### config.mk
export PLATFORM = sky130hd
export DESIGN_NAME = dac_driver
export DESIGN_NICKNAME = d
export VERILOG_FILES = /design/src/rtl/dac_pkg.sv /design/src/rtl/dac_driver_spi_shift.sv /design/src/rtl/dac_driver.sv
export SDC_FILE = /design/constraint.sdc
export NUM_CORES = 1
export LEC_CHECK = 0
export ABC_AREA = 1
export CAP_MARGIN = 20
export CORE_MARGIN = 2
export CORE_UTILIZATION = 64
export CTS_BUF_LIST = sky130_fd_sc_hd__clkbuf_4
export CTS_CLUSTER_SIZE = 16
export DETAILED_ROUTE_END_ITERATION = 7
export PLACE_DENSITY = 0.88
export SYNTH_ARGS = -nofsm -noshare
export SYNTH_HDL_FRONTEND = slang
export SYNTH_HIERARCHICAL = 1
export SYNTH_SLANG_ARGS = --single-unit
### constraint.sdc
create_clock -name clk -period 5.2 [get_ports clk]
set_input_delay 0.78 -clock clk [delete_from_list [all_inputs] [get_ports clk]]
set_output_delay 0.78 -clock clk [all_outputs]
set_load 0.005 [all_outputs]
### src/rtl/dac_pkg.sv
// Shared constants and state encoding for the OCXO/VCXO tuning DAC driver.
package dac_pkg;

    localparam int DAC_BITS      = 16;
    localparam int SCLK_HALF_DEF = 4;
    localparam int CS_HIGH_DEF   = 8;

    typedef enum logic [1:0] {
        IDLE,
        SHIFT,
        GAP
    } dac_state_t;

endpackage

### src/rtl/dac_driver_spi_shift.sv
// Frame shifter: loads a DAC code and clocks it out MSB-first,
// one bit per sclk period, followed by a trailing half-period.
module dac_spi_shift
    import dac_pkg::*;
#(
    parameter int SCLK_HALF = SCLK_HALF_DEF
) (
    input  logic                clk,
    input  logic                rst,
    input  logic                abort,
    input  logic                load,
    input  logic [DAC_BITS-1:0] load_val,
    output logic                sclk,
    output logic                sin,
    output logic                done
);

    localparam int PH_W      = $clog2(SCLK_HALF + 1);
    localparam int HALF_W    = $clog2(2 * DAC_BITS + 2);
    localparam int LAST_HALF = 2 * DAC_BITS;

    logic                busy_q, busy_d;
    logic [PH_W-1:0]     phase_q, phase_d;
    logic [HALF_W-1:0]   half_q, half_d;
    logic [DAC_BITS-1:0] sreg_q, sreg_d;
    logic                sclk_q, sclk_d;
    logic                sin_q, sin_d;
    logic                half_end;

    assign half_end = busy_q && (phase_q == PH_W'(SCLK_HALF - 1));
    assign done     = half_end && (half_q == HALF_W'(LAST_HALF));
    assign sclk     = sclk_q;
    assign sin      = sin_q;

    always_comb begin
        busy_d  = busy_q;
        phase_d = phase_q;
        half_d  = half_q;
        sreg_d  = sreg_q;
        sclk_d  = sclk_q;
        sin_d   = sin_q;
        if (load) begin
            busy_d  = 1'b1;
            phase_d = '0;
            half_d  = '0;
            sreg_d  = load_val;
            sclk_d  = 1'b0;
            sin_d   = load_val[DAC_BITS-1];
        end else if (busy_q) begin
            phase_d = phase_q + 1'b1;
            if (half_end) begin
                phase_d = '0;
                half_d  = half_q + 1'b1;
                if (done) begin
                    busy_d = 1'b0;
                    sclk_d = 1'b0;
                    sin_d  = 1'b0;
                end else if (!half_q[0]) begin
                    sclk_d = 1'b1;
                end else begin
                    // Last bit stays on sin through the trailing half-period
                    sclk_d = 1'b0;
                    sreg_d = sreg_q << 1;
                    if (half_q != HALF_W'(LAST_HALF - 1)) begin
                        sin_d = sreg_q[DAC_BITS-2];
                    end
                end
            end
        end
        if (abort) begin
            busy_d = 1'b0;
            sclk_d = 1'b0;
            sin_d  = 1'b0;
        end
    end

    always_ff @(posedge clk) begin
        if (rst) begin
            busy_q  <= 1'b0;
            phase_q <= '0;
            half_q  <= '0;
            sreg_q  <= '0;
            sclk_q  <= 1'b0;
            sin_q   <= 1'b0;
        end else begin
            busy_q  <= busy_d;
            phase_q <= phase_d;
            half_q  <= half_d;
            sreg_q  <= sreg_d;
            sclk_q  <= sclk_d;
            sin_q   <= sin_d;
        end
    end

endmodule

### src/rtl/dac_driver.sv
// Tick-paced serial driver for the 16-bit tuning DAC: decides when a
// frame goes out and frames it with dac_cs_n and the inter-frame gap.
module dac_driver
    import dac_pkg::*;
#(
    parameter int SCLK_HALF = SCLK_HALF_DEF,
    parameter int CS_HIGH   = CS_HIGH_DEF
) (
    input  logic                clk,
    input  logic                rst,
    input  logic                tsc_1pps,
    input  logic                tsc_1ppms,
    input  logic                dac_ena,
    input  logic                dac_tri,
    input  logic [DAC_BITS-1:0] dac_val,
    output logic                dac_sclk,
    output logic                dac_cs_n,
    output logic                dac_sin
);

    localparam int GAP_W = $clog2(CS_HIGH + 1);

    dac_state_t          state_q, state_d;
    logic [DAC_BITS-1:0] last_val_q, last_val_d;
    logic                pending_q, pending_d;
    logic                cs_n_q, cs_n_d;
    logic [GAP_W-1:0]    gap_cnt_q, gap_cnt_d;
    logic                allowed;
    logic                trig;
    logic                load;
    logic                abort;
    logic                shift_done;

    assign allowed  = dac_ena && !dac_tri;
    assign trig     = tsc_1pps || (tsc_1ppms && (dac_val != last_val_q));
    assign dac_cs_n = cs_n_q;

    always_comb begin
        state_d    = state_q;
        last_val_d = last_val_q;
        pending_d  = pending_q;
        cs_n_d     = cs_n_q;
        gap_cnt_d  = gap_cnt_q;
        load       = 1'b0;
        abort      = 1'b0;
        unique case (state_q)
            IDLE: begin
                if (allowed && (trig || pending_q)) begin
                    load       = 1'b1;
                    last_val_d = dac_val;
                    pending_d  = 1'b0;
                    cs_n_d     = 1'b0;
                    state_d    = SHIFT;
                end
            end
            SHIFT: begin
                if (allowed && tsc_1pps) begin
                    pending_d = 1'b1;
                end
                if (shift_done) begin
                    cs_n_d    = 1'b1;
                    gap_cnt_d = '0;
                    state_d   = GAP;
                end
            end
            GAP: begin
                if (allowed && tsc_1pps) begin
                    pending_d = 1'b1;
                end
                if (gap_cnt_q == GAP_W'(CS_HIGH - 1)) begin
                    state_d = IDLE;
                end else begin
                    gap_cnt_d = gap_cnt_q + 1'b1;
                end
            end
            default: state_d = IDLE;
        endcase
        // Tri-state drops everything; zeroed last_val forces a refresh later
        if (dac_tri) begin
            state_d    = IDLE;
            pending_d  = 1'b0;
            last_val_d = '0;
            cs_n_d     = 1'b1;
            load       = 1'b0;
            abort      = 1'b1;
        end
    end

    always_ff @(posedge clk) begin
        if (rst) begin
            state_q    <= IDLE;
            last_val_q <= '0;
            pending_q  <= 1'b0;
            cs_n_q     <= 1'b1;
            gap_cnt_q  <= '0;
        end else begin
            state_q    <= state_d;
            last_val_q <= last_val_d;
            pending_q  <= pending_d;
            cs_n_q     <= cs_n_d;
            gap_cnt_q  <= gap_cnt_d;
        end
    end

    dac_spi_shift #(
        .SCLK_HALF(SCLK_HALF)
    ) u_shift (
        .clk     (clk),
        .rst     (rst),
        .abort   (abort),
        .load    (load),
        .load_val(dac_val),
        .sclk    (dac_sclk),
        .sin     (dac_sin),
        .done    (shift_done)
    );

endmodule

==> summary.md, run 1 <==
| Metric | Value |
|---|---|
| CTS Buf Count | 5 |
| Syn Nets | 471 |
| Core area | 4290 µm² |
| Vias per cell | 5.10 |
| Layout cells sized above 1 | 0.0389 |
| Clk_lat worst skew | 370 ps |
| Power Internal | 0.000488 W |
| Ports | 25 |
| Top cell type by total area after synthesis | dfxtp_1 |
| Final wirelength | 5740 µm |
| Vias | 2629 |
| PwrDens | 216 nW/µm² |
| Final setup viols | 0 |
| Yosys cell types | 29 |
| Post-synth top cells | nand2_1 (120), inv_1 (87), nor2_1 (54) |
| CTS tree | built |
| Register area share after synthesis | 0.360 |
| CTS root buf | clkbuf_4 |
| Min-delay worst type | reg -> reg |
| Mapped cell area | 2830 µm² |
| Overall power | 0.000675 W |
| Seq cells post-synth | 51 |
| Max incr delay on CP | 560 ps |
| Instance count of the mapped netlist | 442 |
| Post-CTS Hold Buffers | 0 |
| Clk pwr share | 0.250 |
| Comb power frac | 0.151 |
| First-pass GRT wire length | 9760 µm |
| Clock Skews | 11.4 ps |
| Iteration-0 DRC Markers | 145 |
| Tot GR Track Use | 0.241 |
| Final Max Tran Viols | 0 |
| Post-synthesis area per instance | 6.41 µm² |
| Clock Path Buffers | 2 |
| IO buf count | 24 |
| Highest Clock Rate | 304 MHz |
| Largest cells by area after synthesis | dfxtp_1 (36%), nand2_1 (16%), inv_1 (12%) |
| WP data arrival | 3580 ps |
| Height of the die | 70.5 µm |
| Sequential power share | 0.599 |
| Least-Margin Pin Slew | 633 ps |
| Initial core utilization | 0.660 |
| Outcome | complete, no violations |
| Critical-path cell list | clkdlybuf4s50_1 > inv_1 > nand2_1 > nand2_1 > nor2_1 > nand2_1 > nor2_1 > nand2_1 > nand2_1 > nand2_2 > nand3_4 > inv_1 > inv_1 > nand2_1 > nand3_4 > nand2_1 > inv_1 > nor2_1 |
| Async S/R FF share, synth | 0 |
| Fin crit share | 0.633 |
| CP endpoint kind | flop |
| Switch Pwr | 0.000187 W |
| Routed Antenna Nets | 0 |
| Remaining global-route overflow | 0 |
| Setup TNS | 0 ps |
| Avg WL per Cell | 11.1 µm |
| Nets | 492 |
| Max-cap violation count | 0 |
| Largest net degree at the start of global routing | 34 |
| CP Data Required Time | 5490 ps |
| Placer Congestion | 0.821 |
| Most common cell in the netlist | nand2_1 |
| Drt pass-1 iters | 4 |
| Switching Share | 0.277 |
| Minimum clock period | 3290 ps |
| CTS-repair resized insts | 0 |
| Top-area cell type share of the netlist area | 0.360 |
| Post-DP HPWL | 4140 µm |
| Slowest CP cell | clkdlybuf4s50_1 |
| Slew headroom | 0.576 |
| Worst setup SP type | primary input |
| Die width | 70.5 µm |
| Setup Fix Bufs, Post-CTS | 0 |
| Initial antenna violation count | 0 |
| Top_reg_cell synth | dfxtp_1 |
| Number of flops mapped to enable cells by yosys | 0 |
| YS warnings | 6 |
| RSZ-0062 raised after global routing | no |
| H-tree levels | 2 |
| Final-report hold violation count | 0 |
| Antenna diode count | 0 |
| Number of global-route vias before repair | 2298 |
| Die footprint | 4970 µm² |
| Sink Count | 51 |
| Clk slew on worst S/H paths | 130 ps |
| Critical Setup Path Class | in -> reg |
| Area Overhead vs Synth | 10.3% |
| Worst-path maximum fanout | 33 |
| FP Rows | 24 |
| Worst VDD drop | 0.169 mV |
| Most frequent CP cell | nand2_1 |
| DRC Markers | 0 |
| Leak pwr | 1.42 nW |
per-stage QoR:
step | utilization | cells | worst slack, ps | hold WS [ps] | cell area [µm²]
6_report | 0.728 | 515 | 1910 | 475 | 3120
5_1_grt | 0.728 | 515 | 1590 | 499 | 3120
4_1_cts | 0.726 | 514 | 1910 | 477 | 3120
3_5_place_dp | 0.715 | 507 | 1510 | 448 | 3070
3_3_place_gp | 0.715 | 507 | 1630 | 442 | 3070
2_1_floorplan | - | 442 | 2820 | 433 | 2830
cell type report:
cell class                 instances  area (µm²)
fill                             376        1170
clock inverter                     2        8.76
inverter                          87         327
tap                               52        65.1
clock buffer                       5        37.5
sequential                        51        1020
multi-input combinational        292        1410
timing repair buffer              26         255
critical path: cells and delay by family:
kind,cells,cell delay (ps)
AND/OR/NAND/NOR,13,1740
buffers and inverters,5,1060
final timing paths:
check / startpoint / to / slack (ps) / depth (start not counted)
max: dac_val[13] / u_shift/sreg_q[13] / 1910 / 18
min: u_shift/phase_q[1] / u_shift/phase_q[1] / 470 / 2
max reg2reg: last_val_q[13] / u_shift/sreg_q[13] / 2540 / 17
min reg2reg: u_shift/phase_q[1] / u_shift/phase_q[1] / 470 / 2
cells in the final DEF, fill, tap and decap left out:
master / count
nor3b_1: 2
o31ai_1: 1
a21o_1: 1
nand2_2: 2
nor3_1: 3
o21ai_4: 1
nand3b_1: 1
inv_1: 87
clkinv_2: 1
a211oi_1: 3
nand4_4: 1
o21ai_1: 15
nand3_4: 2
clkdlybuf4s50_1: 24
nand3_2: 1
buf_4: 2
nand4_1: 14
ha_1: 7
nand2_1: 120
nor2_1: 54
nand3_1: 11
clkbuf_4: 5
a21oi_2: 2
o21ai_0: 10
o21bai_1: 1
clkinv_1: 1
a21oi_1: 39
nor2_4: 1
dfxtp_1: 51
power by group through the flow:
stage	combinational, W	sequential [W]	clock, W
global placement	0.0000976	0.000412	0
global route	0.000116	0.000405	0.000187
floorplan	0.0000671	0.000412	0
CTS	0.000101	0.000404	0.000178
finish	0.000102	0.000404	0.000169
detailed placement	0.000100	0.000413	0
routing by layer:
layer  global-route usage  share of wire
met4               0.0734          0.013
met1                0.323           0.48
met2                0.393           0.46
met3               0.0541          0.047
met5                    0              0
sequential cells by signal, summed over array words and instances, names as in the netlist:
name             flops
gap_cnt_q            4
u_shift/sreg_q      15
u_shift/sin          1
u_shift/phase_q      3
pending_q            1
state_q              2
u_shift/sclk         1
u_shift/half_q       6
dac_cs_n             1
u_shift/busy_q       1
last_val_q          16
cells by family after synthesis:
kind of cell | after synthesis | synth area share
compound gates | 73 | 0.141
fa+ha+maj | 7 | 0.0309
buf+inv | 99 | 0.142
flops | 51 | 0.360
simple gates | 212 | 0.326
Note: power is estimated with default switching activity, not from simulation.
==> run 2: changes to the inputs <==
Settings changed: CORE_UTILIZATION 64 to 60, PLACE_DENSITY 0.88 to 0.83.
Clock period 5.2 ns to 3.3 ns, I/O delays scaled along.
==> summary.md, run 2 (synthesis gave the netlist of run 1 again) <==
| Metric | Value |
|---|---|
| Outcome | complete, no violations |
| Setup Fix Bufs, Post-CTS | 0 (unchanged) |
| Setup ws final | 755 ps (-1150 ps) |
| Top reg by flops | last_val_q |
| Largest net degree at the start of global routing | 33 (-2.9%) |
| Slew headroom | 0.694 (+0.117) |
| Largest regs | last_val_q x16, u_shift/sreg_q x15, u_shift/half_q x6 |
| Clock Path Buffers | 2 (unchanged) |
| CP endpoint kind | flop |
| Core area | 4440 µm² (+3.5%) |
| Setup TNS | 0 ps (unchanged) |
| Critical Setup Path Class | in -> reg |
| Number of global-route vias before repair | 2400 (+4.4%) |
| CP Data Required Time | 3610 ps (-1880 ps) |
| Leak pwr | 1.44 nW (+1.1%) |
| Commonest non-fill, non-tap cell in the layout | nand2_1 |
| Most frequent CP cell | nand2_1 |
| Post-CTS Hold Buffers | 0 (unchanged) |
| Avg WL per Cell | 11.1 µm (-0.42%) |
| Antenna diode count | 0 (unchanged) |
| Placement Cell Area | 3090 µm² (+0.73%) |
| Clk slew on worst S/H paths | 140 ps (about the same) |
| Initial antenna violation count | 0 (unchanged) |
| Clock Skews | 15.6 ps (+4.20 ps) |
| Vias | 2585 (-1.7%) |
| Least-Margin Pin Slew | 456 ps (-177 ps) |
| Final wirelength | 5750 µm (+0.16%) |
| Final setup viols | 0 (unchanged) |
| PwrDens | 344 nW/µm² (+59%) |
| Place WS | 330 ps (-1180 ps) |
| Min-delay worst type | reg -> reg |
| Slowest CP cell | clkdlybuf4s50_1 |
| Highest Clock Rate | 393 MHz |
| Nets | 494 (+0.41%) |
| Post-DP HPWL | 4280 µm (+3.3%) |
| Vias per cell | 4.99 (-2.2%) |
| Clk_lat worst skew | 390 ps (+20 ps) |
| Tot GR Track Use | 0.242 (+0.000446) |
| IO buf count | 24 (unchanged) |
| Max incr delay on CP | 560 ps (about the same) |
| Drt pass-1 iters | 5 (+1) |
| First-pass GRT wire length | 10200 µm (+4.5%) |
| Final Max Tran Viols | 0 (unchanged) |
| Design area | 3150 µm² (+0.68%) |
| Max-cap violation count | 0 (unchanged) |
| RSZ-0062 raised after global routing | no |
| CTS Buf Count | 5 (unchanged) |
| Critical-path cell list | clkdlybuf4s50_1 > inv_1 > nand2_1 > nand2_1 > nor2_1 > nand2_1 > nor2_1 > nand2_1 > nand2_1 > nand2_2 > nand3_4 > inv_1 > buf_4 > nor2_1 > o21ai_0 > a211oi_1 |
| Worst VDD drop | 0.238 mV (+41%) |
| CP delay by family, top | simple AND/OR/NAND/NOR gates |
| Die width | 72.7 µm (+3.1%) |
| Final-report hold violation count | 0 (unchanged) |
| Remaining global-route overflow | 0 (unchanged) |
| CTS tree | built |
| CTS-repair resized insts | 0 (unchanged) |
| Worst setup SP type | primary input |
| Height of the die | 72.7 µm (+3.1%) |
| Area Overhead vs Synth | 11.0% |
| Routed Antenna Nets | 0 (unchanged) |
| Minimum clock period | 2550 ps |
| Iteration-0 DRC Markers | 163 (+12%) |
| Placer Congestion | 0.854 (+4.0%) |
| Largest register FFs | 16 (unchanged) |
| FP Rows | 24 (unchanged) |
| Layout cells sized above 1 | 0.0472 (+0.00833) |
| Sink Count | 51 (unchanged) |
| CP Buf/Inv Count | 4 (-1) |
| Ports | 25 (unchanged) |
| WP data arrival | 2850 ps (-730 ps) |
| Worst-path maximum fanout | 31 (-6.1%) |
| Initial core utilization | 0.637 (-0.0223) |
| CTS root buf | clkbuf_4 |
| Most frequent cells in the layout | nand2_1 (120), inv_1 (87), nor2_1 (54), dfxtp_1 (51), a21oi_1 (39) |
| Die footprint | 5290 µm² (+6.3%) |
| Fin crit share | 0.771 |
| H-tree levels | 2 (unchanged) |
| DRC Markers | 0 (unchanged) |
[run 2: final timing paths]
path | end | cells after the start | slack, ps | startpoint
hold / removal | last_val_q[6] | 2 | 470 | last_val_q[6]
setup / recovery | u_shift/phase_q[0] | 16 | 750 | dac_val[11]
hold reg to reg | last_val_q[6] | 2 | 470 | last_val_q[6]
setup reg to reg | u_shift/phase_q[0] | 15 | 1070 | last_val_q[13]
[run 2: layer usage]
metal	GRT usage	up-vias	routed length (µm)	part of all wire
met4	0.0720	0	69	0.012
li1	-	1416	-	-
met1	0.332	1108	2930	0.51
met2	0.387	55	2470	0.43
met5	0	-	0	0
met3	0.0456	6	281	0.049
[run 2: report_power, final]
group	internal (W)	leakage, nW	switching [W]
Sequential	0.000630	0.413	0.00000650
Combinational	0.0000649	0.993	0.0000978
Clock	0.0000798	0.0347	0.000203
Total	0.000775	1.44	0.000307
[run 2: area by class of cell]
cell class                 count  area (µm²)
clock buffer                   5        37.5
tap                           52        65.1
clock inverter                 3        15.0
timing repair buffer          28         270
sequential                    51        1020
inverter                      87         327
fill                         396        1300
multi-input combinational    292        1410
[run 2: stage by stage]
step	utilization	hold WS, ps	std cells	power, W
2_1_floorplan	-	433	442	0.000755
3_3_place_gp	0.696	451	510	0.000808
3_5_place_dp	0.696	454	510	0.000812
4_1_cts	0.708	474	518	0.00109
5_1_grt	0.708	495	518	0.00114
6_report	0.708	475	518	0.00108
[run 2: worst reg2reg max path, stage by stage, from the launching register on]
cell      delay (ps)
dfxtp_1          360
inv_1             50
nand2_1           60
nand2_1           70
nor2_1           120
nand2_1           60
nor2_1           130
nand2_1           70
nand2_1           70
nand2_2           70
nand3_4           60
inv_1             50
buf_4            220
nor2_1           410
o21ai_0          170
a211oi_1         180
==> run 3: changes to the inputs <==
Clock period 3.3 ns to 2.54 ns, I/O delays scaled along.
==> summary.md, run 3 (synthesis gave the netlist of run 1 again) <==
| Metric | Value |
|---|---|
| Vias per cell | 5.07 (+1.6%) |
| Number of global-route vias before repair | 2605 (+8.5%) |
| Core area | 4440 µm² (unchanged) |
| Iteration-0 DRC Markers | 127 (-22%) |
| Comb power frac | 0.168 (+0.018) |
| Max-cap violation count | 0 (unchanged) |
| FP Rows | 24 (unchanged) |
| CTS root buf | clkbuf_4 |
| RSZ-0062 raised after global routing | no |
| Final Max Tran Viols | 0 (unchanged) |
| Remaining global-route overflow | 0 (unchanged) |
| DRC Markers | 0 (unchanged) |
| Least-Margin Pin Slew | 475 ps (+18.7 ps) |
| DRT met1 WL | 2850 µm (-2.7%) |
| Switching Share | 0.271 (-0.0130) |
| Ports | 25 (unchanged) |
| Max layer used | met4 |
| Top reg by flops | last_val_q |
| Commonest non-fill, non-tap cell in the layout | nand2_1 |
| DR WL met2 | 2870 µm (+16%) |
| Setup Fix Bufs, Post-CTS | 0 (unchanged) |
| Worst VDD drop | 0.324 mV (+36%) |
| Tot GR Track Use | 0.253 (+0.0118) |
| CTS Buf Count | 5 (unchanged) |
| Clk pwr share | 0.251 (-0.010) |
| Sink Count | 51 (unchanged) |
| Reg2reg path depth | 11 (-4) |
| Fin crit share | 0.872 |
| Post-CTS Hold Buffers | 0 (unchanged) |
| IO buf count | 24 (unchanged) |
| Final setup viols | 0 (unchanged) |
| Area Overhead vs Synth | 16.8% |
| Non-Filler Instances | 538 (+3.9%) |
| CP Data Required Time | 2850 ps (-760 ps) |
| Largest register FFs | 16 (unchanged) |
| Cells after DPL | 530 (+3.9%) |
| WP data arrival | 2530 ps (-320 ps) |
| Largest regs | last_val_q x16, u_shift/sreg_q x15, u_shift/half_q x6 |
| Layout cells sized above 1 | 0.0823 (+0.0351) |
| Die width | 72.7 µm (unchanged) |
| Drt pass-1 iters | 4 (-1) |
| Initial core utilization | 0.637 (unchanged) |
| Sequential power share | 0.581 (-0.007) |
| Clk slew on worst S/H paths | 140 ps (about the same) |
| Initial antenna violation count | 0 (unchanged) |
| Avg WL per Cell | 11.3 µm (+1.4%) |
| CP endpoint kind | flop |
| Vias | 2729 (+5.6%) |
| Highest Clock Rate | 451 MHz |
| Power Internal | 0.00104 W (+34%) |
| Routed Antenna Nets | 0 (unchanged) |
| Switch Pwr | 0.000386 W (+26%) |
| Height of the die | 72.7 µm (unchanged) |
| Most frequent cells in the layout | nand2_1 (120), inv_1 (87), nor2_1 (54), dfxtp_1 (51), a21oi_1 (39) |
| Final wirelength | 6050 µm (+5.3%) |
| Hold WS | 474 ps (-1.19 ps) |
| Area of the multi-input gates | 1410 µm² (unchanged) |
| Slew headroom | 0.681 (-0.0125) |
| Final-report hold violation count | 0 (unchanged) |
| Leak pwr | 1.53 nW (+6.5%) |
| First-pass GRT wire length | 10700 µm (+5.1%) |
| Min-delay worst type | reg -> reg |
| Placer Congestion | 0.851 (-0.32%) |
| PwrDens | 430 nW/µm² (+25%) |
| Fill cells | 377 (-4.8%) |
| H-tree levels | 2 (unchanged) |
| Worst setup SP type | primary input |
| CTS-repair resized insts | 0 (unchanged) |
| Nets | 514 (+4.0%) |
| Die footprint | 5290 µm² (unchanged) |
| CTS tree | built |
| Hold Path Depth | 2 (unchanged) |
| Worst-path maximum fanout | 6 (-81%) |
| Met3 wire length | 284 µm (+1.1%) |
| Critical Setup Path Class | in -> reg |
| Sequential Area | 1020 µm² (unchanged) |
| Largest net degree at the start of global routing | 33 (unchanged) |
| Minimum clock period | 2220 ps |
| Clock Skews | 9.82 ps (-5.75 ps) |
| Post-DP HPWL | 4560 µm (+6.6%) |
| Outcome | complete, no violations |
| Clk_lat worst skew | 360 ps (-30 ps) |
| Antenna diode count | 0 (unchanged) |
| Clock Path Buffers | 2 (unchanged) |
## run 3: changes by cell type in the layout (fill, tap and decap cells not counted), sizes merged
cell,change
buf,+20
clkinv,-1
clkbuf,+1
## run 3: final timing paths
| kind | from | to | slack (ps) |
|---|---|---|---|
| worst max register to register | u_shift/half_q[0] | gap_cnt_q[2] | 440 |
| worst min register to register | last_val_q[12] | last_val_q[12] | 470 |
| worst max-delay path | dac_val[4] | u_shift/sreg_q[2] | 320 |
| worst min-delay path | last_val_q[12] | last_val_q[12] | 470 |
## run 3: power by group through the flow
stage | Clock [W] | Combinational (W) | Sequential [W]
after floorplan | 0 | 0.000137 | 0.000843
after global placement | 0 | 0.000231 | 0.000844
after detailed placement | 0 | 0.000237 | 0.000845
after CTS | 0.000367 | 0.000238 | 0.000827
after global routing | 0.000397 | 0.000270 | 0.000830
final | 0.000357 | 0.000239 | 0.000827
## run 3: metrics by stage
step	setup WS, ps	total power, W	setup TNS [ps]	cell area (µm²)	util
floorplan	563	0.000980	0	2830	-
global placement	-0.474	0.00108	-0.474	3260	0.733
detailed placement	-59.8	0.00108	-718	3260	0.733
CTS	319	0.00143	0	3310	0.744
global route	23.2	0.00150	0	3310	0.744
finish	325	0.00142	0	3310	0.744
## run 3: critical path: stages
cell and delay [ps]:
clkdlybuf4s50_1 520, inv_1 50, nand2_1 50, nand2_1 100, nor2_1 100, nand2_1 70, nor2_1 90, nand2_1 80
nand2_1 80, nand2_2 70, nand3_4 60, inv_1 60, inv_1 200, nand4_4 180, buf_4 190, nand4_1 70
nand2_1 70, nor2_1 110
## run 3: metal layers
| metal | track usage | vias up |
|---|---|---|
| met2 | 0.448 | 67 |
| li1 | - | 1458 |
| met3 | 0.0304 | 6 |
| met4 | 0.0700 | 0 |
| met1 | 0.325 | 1198 |
| met5 | 0 | - |
## run 3: layout make-up
type                            count  area share
Tap cell                           52      0.0197
Timing Repair Buffer               48       0.131
Inverter                           87      0.0987
Clock inverter                      2     0.00227
Clock buffer                        6      0.0136
Sequential cell                    51       0.309
Multi-Input combinational cell    292       0.426
==> edit 1 (flow settings as in run 3) <==
Set the package constant `DAC_BITS` to 32 (it was 16).
--- a/src/rtl/dac_pkg.sv
+++ b/src/rtl/dac_pkg.sv
@@ -1,7 +1,7 @@
 // Shared constants and state encoding for the OCXO/VCXO tuning DAC driver.
 package dac_pkg;
 
-    localparam int DAC_BITS      = 16;
+    localparam int DAC_BITS      = 32;
     localparam int SCLK_HALF_DEF = 4;
     localparam int CS_HIGH_DEF   = 8;
 
Ports: changed (resized dac_val); port bits go from 25 to 41. No check against the original RTL was run, so the function may have changed too.
==> edit 1 against run 3 <==
Sequential cell count grew 33. Critical path depth down 1. Die area rose by 56%. Routed wire length up 74%. Setup slack got worse by 160 ps. Sequential share of layout area up 0.33 points. Area after synthesis rose by 60%. Design area is 63% higher. Register-to-register slack got worse by 170 ps. Power up 69%. Synthesized cell count rose by 56%.
==> edit 1: results (changes against run 3) <==
[status]
status = complete, no violations

[placed_design]
hpwl_mm = 7.623  ; +67%
place.gp.congestion = 0.8460  ; -0.59%
place_inst = 852  ; +61%
pre_cts_ws_ps = -209.0  ; -149.3 ps
placed_cell_area_sq_um = 5288  ; +62%

[sta]
hold-worst-slack_ps = 469.7  ; -3.850 ps
fin_worst_skew_ps = 18.27  ; +8.451 ps
relSlewSlack_pct = 70.65  ; +2.5 points

[logic_synthesis]
ys_types = 34  ; +17%
ys_top_cells_by_area = dfxtp_1 (37%), nand2_1 (16%), inv_1 (8.6%)
yosysSeqAreaShare_pct = 37.20  ; +1.2 points
synth_common_cells = nand2_1 (188), inv_1 (104), nor2_1 (93)

[detailed_routing]
wl_met1_mm = 4.803  ; +69%
drtIter0Drc = 243  ; +91%
dr.pass1.iters = 5  ; +1
wl_met2_mm = 5.167  ; +80%
met3_length_um = 425  ; +50%

[cells_and_area]
largestRegisters = last_val_q: 32 flops, u_shift/sreg_q: 31 flops, u_shift/half_q: 7 flops
nets = 809  ; +57%
drive_gt1_share_pct = 10.55  ; +2.3 points
fillCellCount = 597  ; +58%

[pwr]
vdd.ir_drop.worst_uv = 276.1  ; -15%
leakagePower_nw = 2.361  ; +54%

[clock_network]
numCtsBuffers = 9  ; +4
clk_latency_ps = 420  ; +60 ps
cts_htree_levels = 3  ; +1

[critical_path]
ff2ff_path_depth = 17  ; +6
arrival_ps = 2720  ; +190 ps
worst-r2r-setup-slack_ps = 270  ; -170 ps
r2r_start = last_val_q[0]$_SDFFE_PP0P_
critPathLaunch = dac_val[0]

[grt]
grt_pass1_vias = 4132  ; +59%
grt_use_total_pct = 25.56  ; +0.22 points

[hold_path]
holdPathEnd = last_val_q[18]$_SDFFE_PP0P_
hold_start = last_val_q[18]$_SDFFE_PP0P_

[edit 1: changes by cell type after synthesis, sizes merged, moves of 2 or more]
cell,run 3,this run
o21ai,26,19
nand4,15,33
a21oi,41,72
nor2,55,94
clkbuf,4,10
xnor2,0,21
inv,87,107
dfxtp,51,84
buf,8,22
or2,0,2
nand2,122,191
[edit 1: repair_timing]
item | in CTS | in global routing
gates resized for setup | 0 | 2
setup endpoints to repair | 0 | 3
hold buffers | 0 | 0
endpoints found under the hold margin | 0 | 0
[edit 1: area by class of cell]
class                           count  area share, %
Timing Repair Buffer               94          15.48
Multi-Input combinational cell    468          41.73
Clock buffer                        9          1.253
Inverter                          107          7.450
Sequential cell                    84          31.19
Tap cell                           99          2.298
Clock inverter                      6         0.6034
[edit 1: worst max path at each step]
stage	endpoint	slack, ps	cells past startpoint
final	u_shift/sreg_q[2]$_SDFFE_PP0P_	160	17
after global routing	u_shift/sclk$_SDFFE_PP0P_	8	16
after CTS	u_shift/sreg_q[2]$_SDFFE_PP0P_	190	19
after detailed placement	u_shift/sreg_q[28]$_SDFFE_PP0P_	-210	19
after global placement	u_shift/sreg_q[2]$_SDFFE_PP0P_	-180	19
after floorplan	u_shift/sreg_q[1]$_SDFFE_PP0P_	270	19
[edit 1: critical path: stages]
cell and delay (ps):
clkdlybuf4s50_1 510, nand2_1 80, nand2_1 60, nand2_1 110
nor2_1 120, nand2_1 100, nor2_1 140, nand2_1 80
nand2_1 70, nand2_2 70, nand3_4 70, inv_2 60
or2_2 320, buf_4 220, nand4_1 110, nand2_1 60
nor2_1 140
[edit 1: power breakdown]
part	internal, mW	total (mW)	switching [mW]
Combinational	0.191	0.414	0.223
Sequential	1.35	1.36	0.0148
Clock	0.186	0.635	0.448
Total	1.73	2.41	0.686
==> edit 2 (settings of run 3) <==
Made on the original files. `last_val_q` no longer has a reset.
--- a/src/rtl/dac_driver.sv
+++ b/src/rtl/dac_driver.sv
@@ -89,17 +89,19 @@
     always_ff @(posedge clk) begin
         if (rst) begin
             state_q    <= IDLE;
-            last_val_q <= '0;
             pending_q  <= 1'b0;
             cs_n_q     <= 1'b1;
             gap_cnt_q  <= '0;
         end else begin
             state_q    <= state_d;
-            last_val_q <= last_val_d;
             pending_q  <= pending_d;
             cs_n_q     <= cs_n_d;
             gap_cnt_q  <= gap_cnt_d;
         end
+    end
+
+    always_ff @(posedge clk) begin
+        last_val_q <= last_val_d;
     end
 
     dac_spi_shift #(
Function: changed (Yosys sat finds a counterexample within 4 cycles, from zero or initial values and one cycle with rst high).
==> edit 2 against run 3 <==
Sequential cell count unchanged. Setup slack got worse by 100 ps. Largest power group unchanged. Routed wire length decreased by 2.0%. Via count decreased by 2.3%. Die area increased by 1.2%. Area after synthesis increased by 1.2%. Design area decreased by 1.1%. Clock skew increased by 0.61 ps. Power increased by 8.4%. Register-to-register slack about the same. Highest routed layer unchanged.
==> edit 2: results (changes against run 3) <==
[placed_design]
place.gp.congestion = 0.8252  ; -3.0%
place_inst = 522  ; -1.5%
pre_cts_ws_ps = -153.8  ; -94.05 ps
placed_cell_area_sq_um = 3196  ; -1.8%
hpwl_mm = 4.416  ; -3.2%

[critical_path]
crit_fanout = 14  ; +8
arrival_ps = 2630  ; +100 ps

[cells_and_area]
fillCellCount = 417  ; +11%
nets = 504  ; -1.9%
drive_gt1_share_pct = 9.454  ; +1.2 points
stdcell_count = 530  ; -1.5%

[pwr]
leakagePower_nw = 1.534  ; about the same
vdd.ir_drop.worst_uv = 325.5  ; +0.36%

[logic_synthesis]
synth_compound_area_share_pct = 14.79  ; +0.70 points
yosysSeqAreaShare_pct = 35.60  ; -0.44 points
synth_nets = 472  ; +0.21%
synth_mux_area_share_pct = 0  ; unchanged
ys_top_cells_by_area = dfxtp_1 (36%), nand2_1 (16%), inv_1 (11%)
syn_avg_cell_area_sq_um = 6.473  ; +1.0%
yosys.area_share.adder_pct = 3.054  ; -0.038 points
synthXorXnorAreaFrac_pct = 0.3054  ; +0.31 points
synth_common_cells = nand2_1 (120), inv_1 (84), nor2_1 (54)
ys_types = 30  ; +3.4%

[sta]
hold-worst-slack_ps = 476.3  ; +2.731 ps
fin_worst_skew_ps = 10.43  ; +0.6052 ps
worst_pin_slew_ps = 502.7  ; +27.73 ps
fin_ws_ps = 220.4  ; -104.4 ps

[clock_network]
clk_latency_ps = 370
numCtsBuffers = 5  ; unchanged
ctsResizeCount = 0  ; unchanged
cts_htree_levels = 2  ; unchanged
path_clk_slew_ps = 140  ; about the same

[grt]
grt_pass1_vias = 2406  ; -7.6%
grt_max_degree = 33  ; unchanged
grt_pass1_wl_mm = 10.24  ; -4.5%
grt_use_total_pct = 24.35  ; -0.99 points

[detailed_routing]
drtIter0Drc = 171  ; +35%
vias = 2666  ; -2.3%
wl_per_cell_um = 11.19  ; -0.54%

[status]
status = complete, no violations

## edit 2: cell types whose count changed after synthesis, sizes merged
cell / change
o21ai: -1
nand4: +1
nand3b: -1
o31ai: -1
a211oi: -1
nor3b: -2
xor2: +1
a21boi: +1
nor3: -2
a21oi: +3
nand2: +3
or2: +1
a21o: -1
## edit 2: worst paths after layout
check / depth (start not counted) / from / endpoint
max reg2reg: 17 / last_val_q[14]$_SDFFE_PP0P_ / u_shift/sreg_q[7]$_SDFFE_PP0P_
min: 2 / last_val_q[5]$_SDFFE_PP0P_ / last_val_q[5]$_SDFFE_PP0P_
max: 18 / dac_val[14] / u_shift/sreg_q[7]$_SDFFE_PP0P_
min reg2reg: 2 / last_val_q[5]$_SDFFE_PP0P_ / last_val_q[5]$_SDFFE_PP0P_
## edit 2: final cells by class
cell class,count,area share (%)
inverters,87,9.981
clock inverters,3,1.185
repair buffers,37,10.33
well taps,54,2.065
clock buffers,5,1.147
multi-input cells,293,44.09
flip-flops and latches,51,31.20
## edit 2: layer usage
metal	track usage, %	routed length [um]	vias up
li1	-	-	1440
met1	31.11	2785	1167
met2	41.94	2797	54
met3	4.558	276	5
met4	6.584	72	0
met5	0	0	-
## edit 2: worst max-delay path, stage by stage
cell and delay [ps]:
clkdlybuf4s50_1 560, inv_1 60, nand2_1 60, nand2_1 50
nor2_1 130, nand2_1 60, nor2_1 170, nand2_1 70
nand2_1 80, nand2_2 80, nand3_4 60, inv_1 60
inv_1 180, nand2_1 150, buf_4 210, nand4_1 100
nand2_1 60, nor2_1 110
## edit 2: power breakdown
part	internal (mW)	switching, mW	total [mW]
Combinational	0.104	0.148	0.252
Sequential	0.828	0.0127	0.841
Clock	0.203	0.249	0.451
Total	1.13	0.409	1.54
